## config.mk

```make
export PLATFORM = sky130hd
export DESIGN_NAME = if_stage
export DESIGN_NICKNAME = d
export VERILOG_FILES = /design/src/rtl/if_stage.sv
export SDC_FILE = /design/constraint.sdc
export NUM_CORES = 1
export LEC_CHECK = 0
export CAP_MARGIN = 20
export CORE_UTILIZATION = 35
export DETAILED_ROUTE_END_ITERATION = 8
export HOLD_SLACK_MARGIN = 0.12
export PLACE_DENSITY_LB_ADDON = 0.3
export SYNTH_ARGS = -nofsm -noshare
export SYNTH_HDL_FRONTEND = slang
export SYNTH_SLANG_ARGS = --single-unit
```

## constraint.sdc

```tcl
create_clock -name clk -period 7.1 [get_ports clk]
set_clock_uncertainty 0.2 [all_clocks]
set_input_delay 0.71 -clock clk [delete_from_list [all_inputs] [get_ports clk]]
set_output_delay 0.71 -clock clk [all_outputs]
set_load 0.05 [all_outputs]
```

## src/rtl/if_stage.sv

```systemverilog
// if_stage: instruction-fetch stage. Owns the PC, the I-cache request and the
// IF/ID pipeline register. Redirects from ID take priority JumpR > Jump > PCSrc.
// A redirect that arrives during an I-cache miss is parked in redir_r and the
// stage waits in S_REDIR until the miss completes, then discards the word.
// Optional build macro IF_PERF_CNT_EN adds perf_fetch / perf_bubble counters.
module if_stage #(
  parameter logic [31:0] RESET_PC = 32'h0000_0000,
  parameter logic [31:0] NOP_INST = 32'h0000_0000
) (
  input  logic        clk,
  input  logic        rst_n,
  input  logic        stall,
  input  logic        PCSrc,
  input  logic [31:0] branch_target,
  input  logic        Jump,
  input  logic [25:0] jump_index,
  input  logic        JumpR,
  input  logic [31:0] jr_target,
  input  logic        IF_Flush,
  output logic        ICACHE_ren,
  output logic [29:0] ICACHE_addr,
  input  logic [31:0] ICACHE_rdata,
  input  logic        ICACHE_stall,
  output logic [31:0] pc,
  output logic [31:0] IFID_inst,
  output logic [31:0] IFID_pc4,
  output logic        IFID_valid
`ifdef IF_PERF_CNT_EN
  ,
  output logic [31:0] perf_fetch,
  output logic [31:0] perf_bubble
`endif
);

  typedef enum logic {S_RUN = 1'b0, S_REDIR = 1'b1} state_t;
  typedef enum logic [1:0] {OP_HOLD = 2'd0, OP_LOAD = 2'd1, OP_BUBBLE = 2'd2} ifid_op_t;

  state_t      state_r, state_nxt_s;
  logic [31:0] pc_r, pc_nxt_s, pc_seq_s;
  logic [31:0] redir_r, redir_nxt_s;
  logic [31:0] target_s;
  logic        redirect_s;
  logic        ren_r;
  ifid_op_t    ifid_op_s;
  logic [31:0] ifid_inst_r, ifid_pc4_r;
  logic        ifid_valid_r;

  // The request address always follows pc; pc is frozen while a miss is pending.
  assign pc          = pc_r;
  assign ICACHE_addr = pc_r[31:2];
  assign ICACHE_ren  = ren_r;
  assign IFID_inst   = ifid_inst_r;
  assign IFID_pc4    = ifid_pc4_r;
  assign IFID_valid  = ifid_valid_r;

  assign pc_seq_s   = pc_r + 32'd4;
  assign redirect_s = JumpR | Jump | PCSrc;

  // Redirect target selection, highest priority first.
  always_comb begin
    target_s = pc_seq_s;
    if (JumpR) begin
      target_s = jr_target;
    end else if (Jump) begin
      target_s = {ifid_pc4_r[31:28], jump_index, 2'b00};
    end else if (PCSrc) begin
      target_s = branch_target;
    end else begin
      target_s = pc_seq_s;
    end
  end

  // Next-state, next-PC and IF/ID update decision.
  always_comb begin
    state_nxt_s = state_r;
    pc_nxt_s    = pc_r;
    redir_nxt_s = redir_r;
    ifid_op_s   = OP_HOLD;
    if (!ren_r) begin
      // First cycle after reset release: request not yet issued, nothing moves.
      ifid_op_s = OP_HOLD;
    end else begin
      case (state_r)
        S_RUN: begin
          if (redirect_s) begin
            ifid_op_s = OP_BUBBLE;
            if (ICACHE_stall) begin
              redir_nxt_s = target_s;
              state_nxt_s = S_REDIR;
            end else begin
              pc_nxt_s = target_s;
            end
          end else if (ICACHE_stall) begin
            ifid_op_s = stall ? OP_HOLD : OP_BUBBLE;
          end else if (stall) begin
            ifid_op_s = OP_HOLD;
          end else if (IF_Flush) begin
            ifid_op_s = OP_BUBBLE;
            pc_nxt_s  = pc_seq_s;
          end else begin
            ifid_op_s = OP_LOAD;
            pc_nxt_s  = pc_seq_s;
          end
        end
        S_REDIR: begin
          ifid_op_s = OP_BUBBLE;
          if (ICACHE_stall) begin
            redir_nxt_s = redirect_s ? target_s : redir_r;
          end else begin
            pc_nxt_s    = redirect_s ? target_s : redir_r;
            state_nxt_s = S_RUN;
          end
        end
        default: begin
          state_nxt_s = S_RUN;
          ifid_op_s   = OP_BUBBLE;
        end
      endcase
    end
  end

  // PC, FSM state, parked redirect and request-enable registers.
  always_ff @(posedge clk or negedge rst_n) begin
    if (!rst_n) begin
      pc_r    <= RESET_PC;
      state_r <= S_RUN;
      redir_r <= 32'h0000_0000;
      ren_r   <= 1'b0;
    end else begin
      pc_r    <= pc_nxt_s;
      state_r <= state_nxt_s;
      redir_r <= redir_nxt_s;
      ren_r   <= 1'b1;
    end
  end

  // IF/ID pipeline register: load, bubble or hold.
  always_ff @(posedge clk or negedge rst_n) begin
    if (!rst_n) begin
      ifid_inst_r  <= NOP_INST;
      ifid_pc4_r   <= 32'h0000_0000;
      ifid_valid_r <= 1'b0;
    end else begin
      case (ifid_op_s)
        OP_LOAD: begin
          ifid_inst_r  <= ICACHE_rdata;
          ifid_pc4_r   <= pc_seq_s;
          ifid_valid_r <= 1'b1;
        end
        OP_BUBBLE: begin
          ifid_inst_r  <= NOP_INST;
          ifid_pc4_r   <= 32'h0000_0000;
          ifid_valid_r <= 1'b0;
        end
        default: begin
          ifid_inst_r  <= ifid_inst_r;
          ifid_pc4_r   <= ifid_pc4_r;
          ifid_valid_r <= ifid_valid_r;
        end
      endcase
    end
  end

`ifdef IF_PERF_CNT_EN
  logic [31:0] perf_fetch_r, perf_bubble_r;
  assign perf_fetch  = perf_fetch_r;
  assign perf_bubble = perf_bubble_r;

  // Count valid loads and bubble loads into IF/ID; held cycles are not counted.
  always_ff @(posedge clk or negedge rst_n) begin
    if (!rst_n) begin
      perf_fetch_r  <= 32'h0000_0000;
      perf_bubble_r <= 32'h0000_0000;
    end else begin
      if (ifid_op_s == OP_LOAD) begin
        perf_fetch_r <= perf_fetch_r + 32'd1;
      end else begin
        perf_fetch_r <= perf_fetch_r;
      end
      if (ifid_op_s == OP_BUBBLE) begin
        perf_bubble_r <= perf_bubble_r + 32'd1;
      end else begin
        perf_bubble_r <= perf_bubble_r;
      end
    end
  end
`endif

endmodule
```

* Word level (Yosys, flattened, before mapping)
Index checks and enable logic that the tools add are counted.
** Word-level totals
- Logic and storage cells :: 49
- Flip-flop bits (word level) :: 131
** Operators by class
- Multiplexer cells :: 27
- Reductions and logical operators :: 3
- Equality and inequality tests :: 8
- Bitwise gates (word level) :: 3
- Add/subtract/negate cells :: 1
** Operators by type and width (number)
- 2-to-1 mux 32 bit :: 12
- case mux 32 bit (2 select lines) :: 4
- adder 32 x 3 -> 32 bit (second input constant) :: 1
- 2-to-1 mux 2 bit :: 6
- inequality test 2 bit (second input constant) :: 5
- AND reduction 4 bit :: 2
- case mux 1 bit (2 select lines) :: 2
- case mux 2 bit (2 select lines) :: 1
- inequality test 3 bit (second input constant) :: 1
- equality test 2 x 1 -> 1 bit (second input constant) :: 1
- equality test 2 bit (second input constant) :: 1
- 2-to-1 mux 1 bit :: 2
- bitwise OR 1 bit :: 2
- nonzero test 2 bit :: 1
- NOT 1 bit :: 1

* Logic depth before layout (Yosys ltp)
- Depth in word-level cells :: 8
- Mapped depth :: 9
- Gate-level depth less buffers :: 7

* Least setup slack after synthesis
No wires, ideal clock.
- Path kind :: input -> register
- Start :: input JumpR
- End :: register ifid_pc4_r[12] (netlist: IFID_pc4[12])
- Required time :: 6.817 ns
- Library setup time :: 0.083 ns
- Slack :: 4.201 ns
- Arrival time :: 2.617 ns
- Stages :: 9
- Path through :: clkbuf_1 nor4_4 o21ai_0 and2_1 ha_1 or2_2 clkbuf_1 clkbuf_1 o21ai_0
** Between the ends
- Word-level cells in the longest chain between the ends :: 7
- Elaborated cells on any way between the ends :: 9
** Ends and longest elaborated chain
- start: declaration :: RTL line 17 : input logic JumpR,
- bitwise OR 1 bit * (2 in series) :: RTL line 57 : assign redirect_s = JumpR | Jump | PCSrc;
- 2-to-1 mux 2 bit * :: RTL line 85 : if (redirect_s) begin
- case mux 2 bit (2 select lines) * :: RTL line 83 : case (state_r)
- 2-to-1 mux 2 bit * :: RTL line 79 : if (!ren_r) begin
- equality test 2 bit / equality test 2 x 1 -> 1 bit (equally long branches) :: RTL line 144 : case (ifid_op_s)
- case mux 32 bit (2 select lines) / nonzero test 2 bit (equally long branches)
- end signal: assignment :: RTL line 147 : ifid_pc4_r <= pc_seq_s;
- end signal: assignment :: RTL line 157 : ifid_pc4_r <= ifid_pc4_r;
- end: declaration :: RTL line 45 : logic [31:0] ifid_inst_r, ifid_pc4_r;
Mark *: on every way between the ends. The rest lies on a longest branch, timed or not.
A chain may end at the register's enable or synchronous reset.

* Worst setup path after layout
- Start :: input PCSrc
- End :: register ifid_pc4_r[16] (netlist: IFID_pc4[16])
** Between the ends
- Word-level cells in the longest chain between the ends :: 6
- Elaborated cells on any way between the ends :: 8
** Ends and longest elaborated chain
- start: declaration :: RTL line 13 : input logic PCSrc,
- bitwise OR 1 bit * :: RTL line 57
- 2-to-1 mux 2 bit * :: RTL line 85
- case mux 2 bit (2 select lines) * :: RTL line 83
- 2-to-1 mux 2 bit * :: RTL line 79
- equality test 2 bit / equality test 2 x 1 -> 1 bit (equally long branches) :: RTL line 144
- case mux 32 bit (2 select lines) / nonzero test 2 bit (equally long branches)
Marks and branches as above.

==> run metrics <==
outcome=complete, no violations; max_cap viols=0; Wirelength per Cell=18.80 um; TritonCTS buffer count=17; Finish-stage setup viols=0; nets@finish=1181; gr ovfl total=0; Hold Path Stages=2; TritonCTS sink count=131; layout cells sized above 1=0.05932; Comb power frac=0.355; Final ANT Viol Nets=0; largest net degree at the start of global routing=104; number of flops mapped to enable cells by yosys=0; #FFs+latches synth=131; setup total negative slack=0 ps; Max IR drop VDD=137.4 uV; Die Wd=146.1 um; initial DRC count=691; DR pass1 iterations=7; DR vias/cell=5.342; GRT Total Usage=0.2402; area of the core=20300 um2; kind of critical path=in -> reg; number of antenna diodes=0; critical-path maximum fanout=103; clock latency at the later pin of the worst-skew pair=430 ps; Post-DP HPWL=17810 um; register area share after synthesis=0.4513; FF-to-FF path depth=6; required time worst endpoint=7180 ps; Net Sw Frac=0.3831; Reg power frac=0.334; min Tclk post-route=3955 ps; Syn Inst Count=846; Final Cycle Share=0.5570; clock network fraction of total power=0.311; Synth Area per Inst=8.585 um2; HP Class=reg -> reg; critical path's slowest cell=ha_4; DR DRC count=0; Max Buffers Root-to-Sink=2; CP Cell Sequence=clkdlybuf4s50_1 -> buf_4 -> nor4_4 -> o21ai_0 -> and2_1 -> ha_4 -> or2_2 -> o21ai_0; post-route cell area=10460 um2; DR vias=7115; switching power=1144 uW; detailed-route wire length=25040 um; first-pass GRT wire length=39390 um; arrival time at the worst endpoint=4030 ps; clock-pin slew on the worst setup and hold paths=50 ps; most used cell, CP=o21ai_0; IO buf count=257; CP endpoint kind=flip-flop; total power=2986 uW; Routability Congestion=0.8849; vias in the first global route=6946; die area=21330 um2; Worst-Margin Slew=987.5 ps; max incr delay on CP=860 ps; Max H-tree Level=4; Area after DPL=9822 um2; Rows=52; count of different cell masters after synthesis=69; area grow syn2layout=44.03%; FFs w/ async S/R, synth=1.000; Leakage=0.004209 uW; Syn. warnings=0; Syn Nets=978; Ports=258; Critical Path Start Type=primary input; PwrDens=285.4 nW/um2; DIE HEIGHT=146.1 um; initial antenna violation count=0; max-slew violation count=0; Hold Fails Final Rpt=0; RSZ-0062 raised after global routing=no; starting density of the core=0.3578; Root Buffer=clkbuf_16; Relative slew margins=0.3392; CTS tree=built; Most used DFF post-synth=dfrtp_1; Internal=1842 uW; Max Fclk=252.9 MHz; synthesized area=7263 um2
area by class of cell:
| type | count | area [um2] |
|---|---|---|
| clock buffer | 21 | 460.4 |
| clock inverter | 11 | 157.7 |
| fill | 1950 | 9838 |
| inverter | 9 | 33.78 |
| multi-input combinational | 621 | 3533 |
| sequential | 131 | 3278 |
| tap | 270 | 337.8 |
| timing repair buffer | 269 | 2660 |
cells in the final DEF, fill, tap and decap left out, types with 3 or more instances in the layout:
master / count
xor2_1: 11
o211ai_1: 5
a22oi_1: 15
buf_4: 10
a2bb2oi_1: 4
nor3_1: 8
clkinv_2: 6
a21o_1: 4
nand4_1: 6
a211oi_1: 5
nor2_1: 55
a221oi_1: 3
a22o_1: 11
a221o_1: 5
a211o_1: 3
o22ai_1: 17
nor2b_1: 4
o21ai_0: 132
nand3_1: 15
clkdlybuf4s50_1: 254
clkbuf_16: 17
mux2i_1: 8
nand2_1: 141
nand2b_1: 39
o21a_1: 6
a21oi_1: 44
and2_1: 3
inv_1: 8
bufinv_16: 4
and3_1: 7
xnor2_1: 16
dfrtp_1: 131
a31oi_1: 8
what timing repair did:
action	4_1_cts	5_1_grt
buffers inserted	0	0
gates resized for setup	0	0
hold endpoints to repair	62	0
hold buffers	1	0
power groups by stage:
stage | clock network, uW | logic, uW | registers [uW]
2_1_floorplan | 0 | 424 | 1250
3_3_place_gp | 0 | 1050 | 1000
3_5_place_dp | 0 | 1060 | 1010
4_1_cts | 942 | 1060 | 997
5_1_grt | 972 | 1120 | 1020
6_report | 927 | 1060 | 998
logic make-up after synthesis:
kind of cell | synth area share
flops | 0.4513
buf+inv | 0.06597
mux | 0.01258
xor+xnor | 0.03256
fa+ha+maj | 0.003445
simple gates | 0.1938
other cells | 0.0005163
compound gates | 0.2398
through the flow:
stage / hold slack [ps] / setup WS, ps / utilization / std cells
2_1_floorplan: 214.4 / 4201 / - / 846
3_5_place_dp: 263.2 / 2692 / 0.4839 / 1298
5_1_grt: 296.7 / 2820 / 0.5153 / 1332
4_1_cts: 277.0 / 3132 / 0.5148 / 1331
3_3_place_gp: 256.9 / 2775 / 0.4839 / 1298
6_report: 274.4 / 3145 / 0.5153 / 1332
critical path: cells and delay by family:
kind / cells / cell delay [ps]
AOI/OAI and AO/OA: 2 / 360
and+or+nand+nor: 3 / 1460
buffers and inverters: 2 / 620
adders and majority gates: 1 / 860
cells in the mapped netlist (3+ instances only):
cell type    n  area share
o21a_1       6      0.0062
nand3_1     15       0.010
mux2i_1      8       0.011
buf_1        6      0.0031
a22oi_1     15       0.016
nor2_1      56       0.029
a21o_1       4      0.0041
a221oi_1     3      0.0036
clkbuf_1    40       0.021
a221o_1      5      0.0069
nand4_1      6      0.0052
o22ai_1     17       0.015
and2_1       3      0.0026
a211o_1      3      0.0036
nand2_1    141       0.073
a22o_1      11       0.013
o21ai_0    132       0.091
a211oi_1     5      0.0052
a31oi_1      8      0.0069
buf_4       31       0.032
a21oi_1     45       0.031
nor2b_1      4      0.0034
buf_2        7      0.0048
and3_1       7      0.0060
inv_1        8      0.0041
xnor2_1     16       0.019
o211ai_1     5      0.0052
nor3_1       8      0.0055
xor2_1      11       0.013
nand2b_1    39       0.034
dfrtp_1    131        0.45
a2bb2oi_1    4      0.0048
state kept, by name, indices dropped and copies added, names as in the netlist:
name and count:
pc 32, ICACHE_ren 1, redir_r 32, IFID_pc4 32, IFID_inst 32, state_r 1, IFID_valid 1
path summary, 6_finish.rpt:
path / startpoint / endpoint / slack (ps)
setup / recovery: PCSrc / IFID_pc4[16] / 3150
min in group asynchronous: rst_n / IFID_inst[11] / 620
hold / removal: IFID_pc4[2] / IFID_pc4[2] / 270
max in group asynchronous: rst_n / pc[23] / 4700
setup reg to reg: state_r / IFID_pc4[16] / 3150
hold reg to reg: IFID_pc4[2] / IFID_pc4[2] / 270
per-layer routing:
metal / share of wire / global-route usage / wire [um]
met4: 0.018 / 0.08333 / 456
met1: 0.44 / 0.3282 / 11060
met2: 0.46 / 0.3782 / 11480
met3: 0.082 / 0.05000 / 2042
met5: 0 / 0 / 0
Power figures use the tool's default switching activity.
